[src/rtl/ksa_pkg.sv]
// Shared definitions for the parametrised RC4 key-scheduling engine.
//   ksa_state_t  : FSM states of ksa_param
//   KSA_LOOP_CYC : cycles spent per S-array index in the swap loop
package ksa_pkg;

    typedef enum logic [2:0] {
        IDLE,
        FILL,
        RD_I,
        LT_I,
        RD_J,
        LT_J,
        WR_I,
        WR_J
    } ksa_state_t;

    localparam int KSA_LOOP_CYC = 6;

endpackage

[src/rtl/ksa_param.sv]
// Parametrised RC4 key-scheduling engine (KSA).
// Permutes an external S-array RAM (synchronous read, 1-cycle latency) with a
// KEY_LEN-byte key. An optional identity fill (s[i] = i) runs before the swap
// loop, so no separate init pass is needed.
//
// Handshake: the engine is idle when rdy=1. A run is accepted on a rising
// clock edge where en && rdy; key and init are captured on that edge and rdy
// drops in the following cycle. en is ignored while rdy=0. If en is held high,
// the next run is accepted on the first edge where rdy is 1 again.
//
// Ports:
//   clk        rising-edge clock
//   rst_n      asynchronous active-low reset
//   en         start request
//   init       sampled with en: 1 = identity fill before scheduling
//   rdy        1 = idle, can accept en
//   key        key, byte k = key[8*(KEY_LEN-1-k) +: 8] (MSB first)
//   addr       RAM address
//   rddata     RAM read data, valid the cycle after addr is presented
//   wrdata     RAM write data
//   wren       RAM write enable
//   dbg_state  current FSM state, for observation only
module ksa_param
    import ksa_pkg::*;
#(
    parameter int KEY_LEN = 3,
    parameter int STATE_W = 8
) (
    input  logic                 clk,
    input  logic                 rst_n,
    input  logic                 en,
    input  logic                 init,
    output logic                 rdy,
    input  logic [8*KEY_LEN-1:0] key,
    output logic [STATE_W-1:0]   addr,
    input  logic [STATE_W-1:0]   rddata,
    output logic [STATE_W-1:0]   wrdata,
    output logic                 wren,
    output ksa_state_t           dbg_state
);

    localparam int KIDX_W = (KEY_LEN > 1) ? $clog2(KEY_LEN) : 1;
    localparam logic [KIDX_W-1:0] KIDX_LAST = KIDX_W'(KEY_LEN - 1);

    ksa_state_t           state_q, state_d;
    logic [STATE_W-1:0]   i_q, i_d;
    logic [STATE_W-1:0]   j_q, j_d;
    logic [STATE_W-1:0]   si_q, si_d;
    logic [STATE_W-1:0]   sj_q, sj_d;
    logic [KIDX_W-1:0]    kidx_q, kidx_d;
    logic [8*KEY_LEN-1:0] key_q, key_d;
    logic [STATE_W-1:0]   kb;

    // Key byte selected by kidx, truncated to STATE_W bits. kidx walks the
    // key bytes as a wrapping counter, so a mux replaces any i % KEY_LEN.
    always_comb begin
        kb = '0;
        for (int k = 0; k < KEY_LEN; k++) begin
            if (kidx_q == KIDX_W'(k)) begin
                kb = key_q[8*(KEY_LEN-1-k) +: STATE_W];
            end
        end
    end

    always_ff @(posedge clk or negedge rst_n) begin
        if (!rst_n) begin
            state_q <= IDLE;
            i_q     <= '0;
            j_q     <= '0;
            si_q    <= '0;
            sj_q    <= '0;
            kidx_q  <= '0;
            key_q   <= '0;
        end else begin
            state_q <= state_d;
            i_q     <= i_d;
            j_q     <= j_d;
            si_q    <= si_d;
            sj_q    <= sj_d;
            kidx_q  <= kidx_d;
            key_q   <= key_d;
        end
    end

    // Next-state and datapath updates. N = 2**STATE_W, so i_q == '1 marks the
    // last index and i wraps to 0 by plain overflow.
    always_comb begin
        state_d = state_q;
        i_d     = i_q;
        j_d     = j_q;
        si_d    = si_q;
        sj_d    = sj_q;
        kidx_d  = kidx_q;
        key_d   = key_q;
        case (state_q)
            IDLE: begin
                if (en) begin
                    key_d   = key;
                    i_d     = '0;
                    j_d     = '0;
                    kidx_d  = '0;
                    state_d = init ? FILL : RD_I;
                end
            end
            FILL: begin
                i_d = i_q + STATE_W'(1);
                if (i_q == '1) begin
                    state_d = RD_I;
                end
            end
            RD_I: state_d = LT_I;
            LT_I: begin
                si_d    = rddata;
                j_d     = j_q + rddata + kb;
                state_d = RD_J;
            end
            RD_J: state_d = LT_J;
            LT_J: begin
                sj_d    = rddata;
                state_d = WR_I;
            end
            WR_I: state_d = WR_J;
            WR_J: begin
                i_d     = i_q + STATE_W'(1);
                kidx_d  = (kidx_q == KIDX_LAST) ? '0 : kidx_q + KIDX_W'(1);
                state_d = (i_q == '1) ? IDLE : RD_I;
            end
            default: state_d = IDLE;
        endcase
    end

    // Moore outputs: decoded from state and registers only, never from en or
    // rddata. When i == j both writes hit the same address with the same
    // value, which needs no special handling.
    always_comb begin
        rdy    = 1'b0;
        wren   = 1'b0;
        addr   = '0;
        wrdata = '0;
        case (state_q)
            IDLE: rdy = 1'b1;
            FILL: begin
                wren   = 1'b1;
                addr   = i_q;
                wrdata = i_q;
            end
            RD_I, LT_I: addr = i_q;
            RD_J, LT_J: addr = j_q;
            WR_I: begin
                wren   = 1'b1;
                addr   = i_q;
                wrdata = sj_q;
            end
            WR_J: begin
                wren   = 1'b1;
                addr   = j_q;
                wrdata = si_q;
            end
            default: rdy = 1'b0;
        endcase
    end

    assign dbg_state = state_q;

endmodule

[config.mk]
export PLATFORM = sky130hd
export DESIGN_NAME = ksa_param
export DESIGN_NICKNAME = d
export VERILOG_FILES = /design/src/rtl/ksa_pkg.sv /design/src/rtl/ksa_param.sv
export SDC_FILE = /design/constraint.sdc
export NUM_CORES = 1
export LEC_CHECK = 0
export CAP_MARGIN = 20
export CORE_MARGIN = 5
export CORE_UTILIZATION = 50
export CTS_CLUSTER_DIAMETER = 30
export DETAILED_ROUTE_END_ITERATION = 6
export GPL_TIMING_DRIVEN = 0
export PLACE_DENSITY = 0.75
export SETUP_SLACK_MARGIN = 0.5
export SYNTH_ARGS = -nofsm -noshare
export SYNTH_HDL_FRONTEND = slang
export SYNTH_SLANG_ARGS = --single-unit
[constraint.sdc]
create_clock -name clk -period 3.3 [get_ports clk]
set_input_delay 0.66 -clock clk [delete_from_list [all_inputs] [get_ports clk]]
set_output_delay 0.66 -clock clk [all_outputs]
set_load 0.02 [all_outputs]
[Yosys cells after proc, flatten, opt, wreduce, memory -nomap -nowiden]
Cells that the tools add are included.
Cells by class
  add/sub/neg operators: 4
  eq/ne operators: 12
  multiplexer cells: 18
  reductions and logical operators: 14
Operators with widths (count)
  8-bit one-hot mux with 2 select lines: 3
  8-bit two-way mux: 4
  3-bit one-hot mux with 8 select lines: 1
  8-bit one-hot mux with 3 select lines: 1
  8-bit adder: 2
  3-bit == test, second input constant: 4
  2-bit AND reduction: 5
  8-bit by 1-bit adder with 8-bit output, second input constant: 1
  8-bit == test, second input constant: 1
  2-bit two-way mux: 4
  3-bit by 2-bit == test with 1-bit output, second input constant: 2
  3-bit two-way mux: 2
  2-bit nonzero test: 3
  3-bit OR reduction: 2
  2-bit inequality test, second input constant: 2
  2-bit one-hot mux with 2 select lines: 1
  4-bit OR reduction: 1
  3-bit by 1-bit == test with 1-bit output, second input constant: 1
  3-bit logical NOT: 1
  2-bit by 1-bit adder with 2-bit output, second input constant: 1
  2-bit by 1-bit == test with 1-bit output, second input constant: 1
  2-bit == test, second input constant: 1
  2-bit logical NOT: 1
  1-bit two-way mux: 2
  2-bit OR reduction: 1
Storage, ports and cells
  flip-flop bits (word level): 61
  input port bits: 36
  output and inout port bits: 21
  logic and storage cells: 55

[Longest topological paths before layout]
  depth in word-level cells: 6
  depth in mapped cells: 13
  depth with buffers taken out: 12

[Least setup slack after synthesis]
Ideal clock, no wire load.
  path kind: register to register
  start point: register kidx_q[0]
  end point: register j_q[7]
  library setup time: 0.123 ns
  arrival time: 2.592 ns
  required time: 3.177 ns
  slack: 0.585 ns
  cell stages (with the launch flop): 13
  path buffers: 1
  clock period less this slack: 2.715 ns
  cells stage by stage: dfrtp_1 -> buf_2 -> mux2i_1 -> o21ai_0 -> fa_1 -> ha_1 -> inv_1 -> fa_1 -> nand2b_1 -> a21oi_1 -> o22ai_1 -> xnor2_1 -> o21ai_1
On the way
  longest elaborated chain between the ends: 6
  elaborated cells on any way between the ends: 8
  those cells by class: add/sub: 1; eq/ne: 2; mux: 4; reduce/logical: 1
RTL lines
  start: declaration: RTL line ksa_param.sv:50  | logic [KIDX_W-1:0] kidx_q, kidx_d;
  start signal: assignment: RTL line ksa_param.sv:80  | kidx_q <= kidx_d;
  2-bit logical NOT: RTL line ksa_param.sv:59  | if (kidx_q == KIDX_W'(k)) begin
  8-bit two-way mux (2 in a row): RTL line ksa_param.sv:59
  8-bit two-way mux *: RTL line ksa_param.sv:59
  8-bit adder *: RTL line ksa_param.sv:114  | j_d = j_q + rddata + kb;
  8-bit one-hot mux with 2 select lines *: RTL line ksa_param.sv:95  | case (state_q)
  end signal: assignment: RTL line ksa_param.sv:77  | j_q <= j_d;
  end: declaration: RTL line ksa_param.sv:47  | logic [STATE_W-1:0] j_q, j_d;
Every way passes the cells marked *; elsewhere a longest branch is shown, timed or not.
A chain may end at the register's enable or synchronous reset.

[Worst setup path after layout]
Same ends and word-level chain as after synthesis.

==> metrics.cfg <==
[timing]
relSlewSlack_pct = 59.6
tns_ps = 0
finClkSkew_ps = 7.94
holdWs_ps = 325
slew_viol_final = 0
fin_ws_ps = 462
period_needed_ps = 2840
hold_viol_final = 0
max_freq_mhz = 352
rsz0062_at_grt = true
final-setup-viol-count = 0
period_share_pct = 86.0
worst_slew_pin_slew_ps = 607

[worst_setup_path]
reg2reg_to = j_q[7]
cp_top_family = adder cells
critPathRequiredTime_ps = 3520
crit_slowest_cell = fa_1
path_max_fanout = 5
r2r-start = kidx_q[0]
arrival_ps = 3060
r2r_cells = 12
path_cells = buf_8 > mux2i_4 > o21ai_2 > fa_1 > ha_2 > inv_1 > fa_2 > nand2b_4 > a21oi_4 > o22ai_1 > xnor2_1 > o21ai_1
cpPeakStageDelay_ps = 510
crit_path_start_kind = flop
path_class = reg2reg
endpoint_kind = flop
r2r_slack_ps = 460
crit_buf_inv = 2
critical_path.startpoint = kidx_q[0]

[cells_and_area]
fin_area_sq_um = 4610
stdcell_count = 525
n_antenna_cell = 0
final_cell_mix = dfrtp_1, nand2_1, clkdlybuf4s50_1
final_common_cell = dfrtp_1
nets = 475
nFillCells = 536
drive_gt1_share_pct = 21.7
post-route-util_pct = 67.5
area_delta_synth_final_pct = 31.3

[yosys]
synthFlopType = dfrtp_1
yosys-mux-area-fraction_pct = 15.4
ys_top_cells_by_area = dfrtp_1, mux2_2, nand2_1
synth_compound_area_share_pct = 13.7
yosys.area_share.simple_pct = 13.8
syn_nets = 396
synthCells = 345
yosysUniqueCellTypes = 46
seq_area_frac_synth_pct = 43.5
yosysTopAreaCellShare_pct = 43.5
syn_area_sq_um = 3510
yosys_warnings = 0
async_reset_ff_share_pct = 100
synth_top_area_cell = dfrtp_1
yosys.area_share.xor_xnor_pct = 2.00
avgSynthCellArea_sq_um = 10.2
synth-seq-cells = 61
synth_top_family_by_area = multiplexers
synth_edf_count = 0
synth_fa_ha_area_share_pct = 7.06

[place]
place_congestion = 0.866
dpl.cell_count = 498
placed_area_sq_um = 4210
dp_worst_setup_slack_ps = 53.1
numPortBuffers = 56
detailed_place_hpwl_mm = 6.71

[detailed_routing]
vias_per_cell = 5.70
drt-pass1-iter-count = 4
drt-initial-drc-count = 202
wl_per_cell_microns = 17.6
wirelength_mm = 9.24
ant_nets = 0
drc = 0
num_vias = 2990

[grt]
grt_pass1_wl_mm = 14.5
antenna_found_initial = 0
grt_use_total_pct = 21.4
grt_pass1_vias = 2943
overflow = 0
grt_max_degree = 38

[pwr]
combPwrFrac_pct = 59.5
switching_share_pct = 43.5
p_int_mw = 2.99
peakVddDrop_v = 0.000624
total_power_mw = 5.29
power_density_nw_per_um2 = 1150
p_leak_nw = 2.18
p_sw_mw = 2.30
power_frac_seq_pct = 26.4
clkPwrFrac_pct = 14.0

[floorplan]
die_h_microns = 93.8
design.core.area_sq_um = 6830
initial_core_util_pct = 51.4
die-width_microns = 93.8
die_area_sq_um = 8790
ios = 57
rows = 30

[clock_network]
cts_tree = yes
clockBufferDepth = 2
clkSinkCount = 61
ctsHtreeMaxLevel = 3
cts_inserted_buffers = 9
clk_pin_slew_worst_paths_ps = 80
clock_latency_ps = 340
cts-root-buf = clkbuf_8

[job]
cap_violations = 0

[min_path]
hp-class = in2async

[outcome]
status = finished clean

[registers in the layout (all words and copies together), names as in the netlist]
register,count
si_q,8
key_q,24
kidx_q,2
j_q,8
dbg_state,3
sj_q,8
i_q,8
[power groups by stage]
stage / clock network (mW) / registers, mW / logic, mW
2_1_floorplan: 0 / 1.34 / 2.05
3_3_place_gp: 0 / 1.38 / 2.79
3_5_place_dp: 0 / 1.40 / 2.91
4_1_cts: 0.749 / 1.39 / 2.95
5_1_grt: 0.791 / 1.44 / 3.43
6_report: 0.741 / 1.40 / 3.15
[cell usage after synthesis, types with 3 or more instances]
library cell	count
dfrtp_1	61
nand2_1	50
mux2_2	26
nor2_1	22
o21ai_0	21
mux2i_1	17
inv_1	15
a21oi_1	12
o22ai_1	11
buf_2	10
fa_1	8
a221o_1	7
ha_1	7
mux2_1	7
xnor2_1	7
nand3_1	5
clkbuf_1	4
nand2b_1	4
nor3_1	4
o21ai_1	4
a211oi_1	3
a21o_1	3
a22o_1	3
and3_1	3
buf_4	3
nor2b_1	3
[final cells by class]
class	count	area, sq um	area share, %
Inverter	16	60.1	1.30
Clock buffer	10	128	2.77
Clock inverter	6	87.6	1.90
Sequential cell	61	1530	33.2
Timing Repair Buffer	68	683	14.8
Tap cell	96	120	2.61
Multi-Input combinational cell	250	1880	40.7
Buffer	18	123	2.66
[worst max path at each step]
stage / cells past startpoint / slack [ps] / to
6_report: 12 / 460 / j_q[7]
5_1_grt: 12 / 340 / j_q[7]
4_1_cts: 13 / 400 / j_q[7]
3_5_place_dp: 10 / 50 / j_q[7]
3_3_place_gp: 1 / -430 / j_q[5]
2_1_floorplan: 12 / 590 / j_q[7]
[worst register-to-register path, stage by stage (launching register included)]
cell and delay [ps]:
dfrtp_2 420, buf_8 150, mux2i_4 230, o21ai_2 100, fa_1 510, ha_2 190, inv_1 60, fa_2 340
nand2b_4 170, a21oi_4 160, o22ai_1 120, xnor2_1 190, o21ai_1 70
[logic make-up after synthesis]
kind of cell | Yosys count
AO/OA/AOI/OAI | 74
XOR/XNOR | 8
adder cells (fa/ha/maj) | 15
multiplexers | 50
AND/OR/NAND/NOR | 103
flip-flops | 61
buffers and inverters | 34
[routing by layer]
layer	part of all wire [%]	routed length [microns]	up-vias	track usage, %
met3	4.6	421	17	4.41
met4	2.3	216	0	7.70
met2	51	4690	97	35.5
met1	42	3910	1498	27.5
met5	0	0	-	0
li1	-	-	1378	-
[timing repair]
item                                    CTS  global route
gates cloned                              0             1
endpoints found under the setup margin   22            12
pin swaps                                 0             5
gates resized for setup                  26            20
hold buffers                              0             0
buffers inserted                          3             7
Note: power is estimated with default switching activity, not from simulation.
